--- src/rtl/if_fetch_queue_pkg.sv ---
// Fetch front-end shared definitions.
// Fetch entry layout and PC helpers.
package if_fetch_queue_pkg;

  localparam logic [31:0] NOP_INSTR = 32'h0000_0013;
  localparam logic [31:0] RESET_PC_DEF = 32'h0000_0000;
  localparam int ENTRY_W = 64;

  typedef struct packed {
    logic [31:0] pc;
    logic [31:0] instr;
  } fetch_entry_t;

  function automatic logic [31:0] align_pc(
    input logic [31:0] a
  );
    return a & ~32'h3;
  endfunction

  function automatic logic [31:0] next_pc(
    input logic [31:0] a
  );
    return a + 32'd4;
  endfunction

endpackage

--- src/rtl/if_fetch_queue_if.sv ---
// Fetch-queue bus: memory side, redirect,
// stall and decode-facing outputs.
interface if_fetch_queue_if;

  logic [31:0] iad;
  logic [31:0] idata;
  logic        iready_n;
  logic        branch_PC_contral;
  logic [31:0] branch_PC;
  logic        stall_ID;
  logic [31:0] Instraction_pype;
  logic [31:0] PC_pype;
  logic        inst_valid_pype;
  logic [1:0]  fifo_count;

  modport master (
    output iad,
    input  idata,
    input  iready_n,
    input  branch_PC_contral,
    input  branch_PC,
    input  stall_ID,
    output Instraction_pype,
    output PC_pype,
    output inst_valid_pype,
    output fifo_count
  );

  modport slave (
    input  iad,
    output idata,
    output iready_n,
    output branch_PC_contral,
    output branch_PC,
    output stall_ID,
    input  Instraction_pype,
    input  PC_pype,
    input  inst_valid_pype,
    input  fifo_count
  );

endinterface

--- src/rtl/if_fetch_queue_inst_skid_fifo.sv ---
// Small synchronous FIFO with flush and
// a combinational head read.
module inst_skid_fifo #(
  parameter int DEPTH = 2,
  parameter int WIDTH = 64,
  localparam int PW = $clog2(DEPTH),
  localparam int CW = $clog2(DEPTH) + 1
) (
  input  logic             clk,
  input  logic             rst,
  input  logic             push,
  input  logic             pop,
  input  logic             flush,
  input  logic [WIDTH-1:0] din,
  output logic [WIDTH-1:0] dout,
  output logic             empty,
  output logic             full,
  output logic [CW-1:0]    count
);

  logic [WIDTH-1:0] mem [DEPTH];
  logic [PW-1:0] wr_ptr;
  logic [PW-1:0] rd_ptr;
  logic do_push;
  logic do_pop;

  assign empty = (count == '0);
  assign full = (count == CW'(DEPTH));
  assign do_pop = pop && !empty;
  // A full queue still accepts when the head leaves this cycle.
  assign do_push = push && (!full || do_pop);
  assign dout = mem[rd_ptr];

  always_ff @(posedge clk) begin
    if (do_push && !flush) begin
      mem[wr_ptr] <= din;
    end
  end

  always_ff @(posedge clk) begin
    if (!rst) begin
      wr_ptr <= '0;
      rd_ptr <= '0;
      count <= '0;
    end else if (flush) begin
      wr_ptr <= '0;
      rd_ptr <= '0;
      count <= '0;
    end else begin
      if (do_push) begin
        wr_ptr <= wr_ptr + PW'(1);
      end
      if (do_pop) begin
        rd_ptr <= rd_ptr + PW'(1);
      end
      unique case ({do_push, do_pop})
        2'b10:   count <= count + CW'(1);
        2'b01:   count <= count - CW'(1);
        default: count <= count;
      endcase
    end
  end

endmodule

--- src/rtl/if_fetch_queue.sv ---
// Fetch front end: PC register, wait-state
// absorption, decode skid queue, redirect.
module if_fetch_queue
  import if_fetch_queue_pkg::*;
#(
  parameter int DEPTH = 2,
  parameter logic [31:0] RESET_PC = RESET_PC_DEF
) (
  input logic clk,
  input logic rst,
  if_fetch_queue_if.master bus
);

  localparam int CW = $clog2(DEPTH) + 1;

  logic [31:0] pc;
  logic fetch_ok;
  logic pop;
  logic redirect;
  logic empty;
  logic full;
  logic [CW-1:0] cnt;
  logic [ENTRY_W-1:0] din;
  logic [ENTRY_W-1:0] dout;
  fetch_entry_t wr_e;
  fetch_entry_t hd_e;

  assign redirect = bus.branch_PC_contral;
  assign pop = !empty && !bus.stall_ID && !redirect;
  assign fetch_ok = !bus.iready_n && (!full || pop) && !redirect;

  always_comb begin
    wr_e = '0;
    wr_e.pc = pc;
    wr_e.instr = bus.idata;
  end

  assign din = wr_e;
  assign hd_e = fetch_entry_t'(dout);

  always_ff @(posedge clk) begin
    if (!rst) begin
      pc <= RESET_PC;
    end else if (redirect) begin
      pc <= align_pc(bus.branch_PC);
    end else if (fetch_ok) begin
      pc <= next_pc(pc);
    end
  end

  inst_skid_fifo #(
    .DEPTH(DEPTH),
    .WIDTH(ENTRY_W)
  ) u_fifo (
    .clk(clk),
    .rst(rst),
    .push(fetch_ok),
    .pop(pop),
    .flush(redirect),
    .din(din),
    .dout(dout),
    .empty(empty),
    .full(full),
    .count(cnt)
  );

  // Empty queue presents a NOP so decode never sees stale storage.
  always_comb begin
    bus.Instraction_pype = NOP_INSTR;
    bus.PC_pype = '0;
    bus.inst_valid_pype = 1'b0;
    if (!empty) begin
      bus.Instraction_pype = hd_e.instr;
      bus.PC_pype = hd_e.pc;
      bus.inst_valid_pype = 1'b1;
    end
  end

  assign bus.iad = pc;
  assign bus.fifo_count = 2'(cnt);

endmodule

--- src/flat_wrapper.sv ---
// flat-port wrapper written by rule: the top's interface ports become plain ports
module if_fetch_queue_flat import if_fetch_queue_pkg::*;
#(
  parameter int DEPTH = 2,
  parameter logic [31:0] RESET_PC = RESET_PC_DEF
)
  (clk, rst, bus_iad, bus_idata, bus_iready_n, bus_branch_PC_contral, bus_branch_PC, bus_stall_ID, bus_Instraction_pype, bus_PC_pype, bus_inst_valid_pype, bus_fifo_count);
  if_fetch_queue_if bus_i ();
  input logic clk;
  input logic rst;
  output wire logic [$bits(bus_i.iad)-1:0] bus_iad;
  input wire logic [$bits(bus_i.idata)-1:0] bus_idata;
  input wire logic [$bits(bus_i.iready_n)-1:0] bus_iready_n;
  input wire logic [$bits(bus_i.branch_PC_contral)-1:0] bus_branch_PC_contral;
  input wire logic [$bits(bus_i.branch_PC)-1:0] bus_branch_PC;
  input wire logic [$bits(bus_i.stall_ID)-1:0] bus_stall_ID;
  output wire logic [$bits(bus_i.Instraction_pype)-1:0] bus_Instraction_pype;
  output wire logic [$bits(bus_i.PC_pype)-1:0] bus_PC_pype;
  output wire logic [$bits(bus_i.inst_valid_pype)-1:0] bus_inst_valid_pype;
  output wire logic [$bits(bus_i.fifo_count)-1:0] bus_fifo_count;
  assign bus_iad = bus_i.iad;
  assign bus_i.idata = bus_idata;
  assign bus_i.iready_n = bus_iready_n;
  assign bus_i.branch_PC_contral = bus_branch_PC_contral;
  assign bus_i.branch_PC = bus_branch_PC;
  assign bus_i.stall_ID = bus_stall_ID;
  assign bus_Instraction_pype = bus_i.Instraction_pype;
  assign bus_PC_pype = bus_i.PC_pype;
  assign bus_inst_valid_pype = bus_i.inst_valid_pype;
  assign bus_fifo_count = bus_i.fifo_count;
  if_fetch_queue #(.DEPTH(DEPTH), .RESET_PC(RESET_PC)) u_core (.clk(clk), .rst(rst), .bus(bus_i));
endmodule
--- config.mk ---
export PLATFORM = sky130hd
export DESIGN_NAME = if_fetch_queue_flat
export DESIGN_NICKNAME = d
export VERILOG_FILES = /design/src/rtl/if_fetch_queue_pkg.sv /design/src/rtl/if_fetch_queue_if.sv /design/src/rtl/if_fetch_queue_inst_skid_fifo.sv /design/src/rtl/if_fetch_queue.sv /design/src/flat_wrapper.sv
export SDC_FILE = /design/constraint.sdc
export NUM_CORES = 1
export LEC_CHECK = 0
export ABC_AREA = 1
export BUFFER_PORTS_ARGS = -buffer_cell sky130_fd_sc_hd__buf_2
export CORE_AREA = 2 2 136 138
export CTS_CLUSTER_SIZE = 25
export DETAILED_ROUTE_END_ITERATION = 10
export DIE_AREA = 0 0 138 140
export HOLD_SLACK_MARGIN = 0.06
export MAX_ROUTING_LAYER = met4
export SYNTH_ARGS = -nofsm -noshare
export SYNTH_HDL_FRONTEND = slang
export SYNTH_SLANG_ARGS = --single-unit
--- constraint.sdc ---
create_clock -name clk -period 7.85 [get_ports clk]
set_input_delay 0.3925 -clock clk [delete_from_list [all_inputs] [get_ports clk]]
set_output_delay 0.3925 -clock clk [all_outputs]
set_load 0.02 [all_outputs]
==> run_summary.xml <==
<?xml version="1.0" encoding="UTF-8"?>
<metrics>
  <group name="setup_path">
    <metric name="cp_data_required_time" unit="ns">7.90</metric>
    <metric name="critPathArrivalTime" unit="ns">3.32</metric>
    <metric name="worstPathCellList" unit="">buf_2 -&gt; inv_2 -&gt; nand2_1 -&gt; nand3_2 -&gt; nand2_4 -&gt; nor2_4 -&gt; inv_1 -&gt; nor2_4 -&gt; buf_4</metric>
    <metric name="crit_family" unit="">simple AND/OR/NAND/NOR gates</metric>
    <metric name="path_class" unit="">primary input to register</metric>
    <metric name="worst_path_most_repeated_cell" unit="">sky130_fd_sc_hd__nor2_4</metric>
    <metric name="setup.worst_path.start_class" unit="">primary input</metric>
    <metric name="critical_path.max_stage_delay" unit="ns">0.69</metric>
    <metric name="critPathSlowestCell" unit="">sky130_fd_sc_hd__nor2_4</metric>
    <metric name="endpoint_class_of_the_critical_path" unit="">register</metric>
    <metric name="critical_path_peak_fanout" unit="">36</metric>
    <metric name="critical_path.n_buffers_inverters" unit="">4</metric>
  </group>
  <group name="yosys">
    <metric name="post_synth_instance_area" unit="um^2">6995</metric>
    <metric name="yosys_register_bits" unit="">159</metric>
    <metric name="synth_sequential_area_ratio" unit="">0.6324</metric>
    <metric name="number_of_instances_in_the_synthesized_netlist" unit="">747</metric>
    <metric name="mapped_avg_cell_area" unit="um^2">9.365</metric>
    <metric name="synth.distinct_cells" unit="">29</metric>
    <metric name="yosysWarningCount" unit="">0</metric>
  </group>
  <group name="cells_and_area">
    <metric name="multi_input_area" unit="um^2">2215</metric>
    <metric name="layout_commonest_cell" unit="">sky130_fd_sc_hd__nand2_1</metric>
    <metric name="filler_cell_count" unit="">1727</metric>
    <metric name="syn2layout_area_growth" unit="%">22.97</metric>
    <metric name="seq_area" unit="um^2">4425</metric>
    <metric name="most_frequent_cells_in_the_layout" unit="">sky130_fd_sc_hd__nand2_1 (279), sky130_fd_sc_hd__buf_2 (161), sky130_fd_sc_hd__edfxtp_1 (124), sky130_fd_sc_hd__a21oi_1 (82), sky130_fd_sc_hd__inv_1 (54)</metric>
    <metric name="layout.cells.non_filler" unit="">1145</metric>
    <metric name="finalNetCount" unit="">974</metric>
    <metric name="insertedDiodeCount" unit="">0</metric>
    <metric name="layout_cells_sized_above_1" unit="">0.2347</metric>
  </group>
  <group name="power_and_ir_drop">
    <metric name="power.ir.vdd_worst" unit="mV">0.1520</metric>
    <metric name="powerDensity" unit="nW/um^2">225.6</metric>
    <metric name="total_leakage_power" unit="nW">3.537</metric>
  </group>
  <group name="floorplan">
    <metric name="initial_standard_cell_utilization_of_the_core" unit="">0.3935</metric>
    <metric name="row_count" unit="">49</metric>
    <metric name="fp.dieArea" unit="um^2">19320</metric>
    <metric name="ioPinCount" unit="">168</metric>
    <metric name="floorplan.core_area" unit="um^2">17780</metric>
    <metric name="die_width" unit="um">138</metric>
    <metric name="fp.dieH" unit="um">140</metric>
  </group>
  <group name="timing">
    <metric name="setup-tns-final" unit="ns">0</metric>
    <metric name="fmax" unit="MHz">305.0</metric>
    <metric name="timing.final.crit_period" unit="ns">3.278</metric>
    <metric name="grt_setup_unrepaired" unit="">no</metric>
    <metric name="worst_slew_margin_rel" unit="">0.3768</metric>
    <metric name="fin_worst_hold_slack" unit="ns">0.1568</metric>
    <metric name="skew" unit="ns">0.01749</metric>
    <metric name="endpoints_failing_setup" unit="">0</metric>
    <metric name="tightest_slew" unit="ns">0.9291</metric>
    <metric name="post-route-period-util" unit="">0.4176</metric>
    <metric name="slew_viol_final" unit="">0</metric>
    <metric name="final-hold-violation-count" unit="">0</metric>
  </group>
  <group name="placement">
    <metric name="gpl.final_weighted_congestion" unit="">0.9027</metric>
    <metric name="count_of_input_and_output_buffers" unit="">161</metric>
    <metric name="place.detailed.instances" unit="">1113</metric>
    <metric name="hpwlAfterDp" unit="mm">11.38</metric>
  </group>
  <group name="grt">
    <metric name="grt_pass1_vias" unit="">5251</metric>
    <metric name="grt_first_pass_wirelength" unit="mm">28.00</metric>
    <metric name="global_route.overflow_total" unit="">0</metric>
    <metric name="number_of_antenna_violations_at_the_first_check_in_global_routing" unit="">0</metric>
    <metric name="grt_usage" unit="">0.1894</metric>
    <metric name="grt_max_degree" unit="">64</metric>
  </group>
  <group name="drt">
    <metric name="mean_routed_wirelength_per_cell" unit="um">15.22</metric>
    <metric name="first_iter_violations" unit="">312</metric>
    <metric name="num_vias" unit="">5526</metric>
    <metric name="dr.pass1.iters" unit="">6</metric>
    <metric name="vias_per_cell" unit="">4.826</metric>
    <metric name="drt.antenna.violating_nets" unit="">0</metric>
    <metric name="detail_route.wirelength" unit="mm">17.43</metric>
    <metric name="post-route-drc-count" unit="">0</metric>
  </group>
  <group name="clock_network">
    <metric name="post_cts_resized" unit="">0</metric>
    <metric name="cts_buffer_depth" unit="">2</metric>
    <metric name="post_cts_hold_buffer_count" unit="">0</metric>
    <metric name="cts.sink_count" unit="">159</metric>
    <metric name="clk-insertion-delay-late" unit="ns">0.42</metric>
    <metric name="root_buffer" unit="">sky130_fd_sc_hd__clkbuf_16</metric>
    <metric name="cts_tree" unit="">yes</metric>
    <metric name="cts-htree-levels" unit="">4</metric>
    <metric name="worst_setup_hold_path_clk_slew" unit="ns">0.06</metric>
    <metric name="cts_made_buffers" unit="">17</metric>
    <metric name="post_cts_buffers" unit="">0</metric>
  </group>
  <group name="flow_run">
    <metric name="drv.max_cap_violation_count" unit="">0</metric>
  </group>
  <group name="min_path">
    <metric name="worst_hold_path_type" unit="">primary input to register</metric>
  </group>
  <group name="outcome">
    <metric name="outcome" unit="">finished, final reports clean</metric>
  </group>
</metrics>
[sequential cells by signal, summed over array words and instances, names as in the netlist, named ones only]
signal	flops
u_core.bus.iad	30
u_core.u_fifo.mem	124
u_core.u_fifo.rd_ptr	1
u_core.u_fifo.count	2
u_core.u_fifo.wr_ptr	1
[cell usage after synthesis]
cell type / number / area, um^2
sky130_fd_sc_hd__nand2_1: 279 / 1047
sky130_fd_sc_hd__edfxtp_1: 124 / 3724
sky130_fd_sc_hd__a21oi_1: 82 / 410.4
sky130_fd_sc_hd__inv_1: 54 / 202.7
sky130_fd_sc_hd__nor2_1: 51 / 191.4
sky130_fd_sc_hd__dfxtp_1: 35 / 700.7
sky130_fd_sc_hd__nand3_1: 25 / 125.1
sky130_fd_sc_hd__clkbuf_1: 20 / 75.07
sky130_fd_sc_hd__o21ai_0: 15 / 75.07
sky130_fd_sc_hd__xor2_1: 9 / 78.83
sky130_fd_sc_hd__o21ai_1: 8 / 40.04
sky130_fd_sc_hd__a31oi_1: 7 / 43.79
sky130_fd_sc_hd__buf_4: 5 / 37.54
sky130_fd_sc_hd__inv_2: 5 / 18.77
sky130_fd_sc_hd__a21oi_2: 4 / 35.03
sky130_fd_sc_hd__xnor2_1: 4 / 35.03
sky130_fd_sc_hd__buf_2: 3 / 15.01
sky130_fd_sc_hd__buf_1: 2 / 7.510
sky130_fd_sc_hd__buf_6: 2 / 22.52
sky130_fd_sc_hd__ha_1: 2 / 25.02
sky130_fd_sc_hd__nand2_4: 2 / 22.52
sky130_fd_sc_hd__nor2_2: 2 / 12.51
sky130_fd_sc_hd__a211oi_1: 1 / 7.510
sky130_fd_sc_hd__clkinv_1: 1 / 3.750
sky130_fd_sc_hd__conb_1: 1 / 3.750
sky130_fd_sc_hd__nand3_2: 1 / 10.01
sky130_fd_sc_hd__nand3b_1: 1 / 7.510
sky130_fd_sc_hd__nor2_4: 1 / 11.26
sky130_fd_sc_hd__or2_2: 1 / 6.260
[power breakdown]
group | switching [W] | internal [W]
Combinational | 0.0000942 | 0.0000461
Sequential | 0.0000259 | 0.000941
Clock | 0.000324 | 0.000510
Total | 0.000444 | 0.00150
[worst paths after layout]
path,start,endpoint,slack (ns),depth (start not counted)
setup / recovery,bus_branch_PC_contral,u_core.u_fifo.mem[1][0]$_DFFE_PP_,4.57,9
hold / removal,bus_idata[1],u_core.u_fifo.mem[0][1]$_DFFE_PP_,0.16,1
setup reg to reg,u_core.u_fifo.count[0]$_SDFFE_PP0P_,u_core.u_fifo.mem[1][0]$_DFFE_PP_,4.73,7
hold reg to reg,u_core.u_fifo.rd_ptr$_SDFFE_PP0P_,u_core.u_fifo.rd_ptr$_SDFFE_PP0P_,0.48,2
[cell type report]
| cell class | instances | area share |
|---|---|---|
| Clock inverter | 12 | 0.01862 |
| Timing Repair Buffer | 166 | 0.09804 |
| Multi-Input combinational cell | 499 | 0.2575 |
| Clock buffer | 20 | 0.05193 |
| Tap cell | 229 | 0.03331 |
| Inverter | 60 | 0.02618 |
| Sequential cell | 159 | 0.5145 |
[routing by layer]
metal / routed length, um / share of wire / GRT usage
met5: 0 / 0 / -
met2: 8192 / 0.47 / 0.2955
met4: 310 / 0.018 / 0.06552
met3: 846 / 0.049 / 0.03556
met1: 8078 / 0.46 / 0.2502
[per-stage QoR]
stage	instance area (um^2)	util	setup slack [ns]	total power, W
floorplan	7007	-	3.734	0.001065
global placement	7995	0.4497	4.118	0.001123
detailed placement	7995	0.4497	4.078	0.001126
CTS	8602	0.4838	4.514	0.001962
global route	8602	0.4838	4.321	0.002020
finish	8602	0.4838	4.572	0.001941
[kinds of logic (layout without fill, tap and decap cells)]
| family | count (synthesis) | in the layout | share of synthesized area |
|---|---|---|---|
| other | 1 | 4 | 0.0005361 |
| adders and majority gates | 2 | 2 | 0.003577 |
| DFF | 159 | 159 | 0.6324 |
| and+or+nand+nor | 363 | 363 | 0.2050 |
| AOI/OAI and AO/OA | 117 | 117 | 0.08746 |
| buffers and inverters | 92 | 258 | 0.05473 |
| xor gates and xnor gates | 13 | 13 | 0.01628 |
No activity file was read; power rests on OpenSTA's default activity.
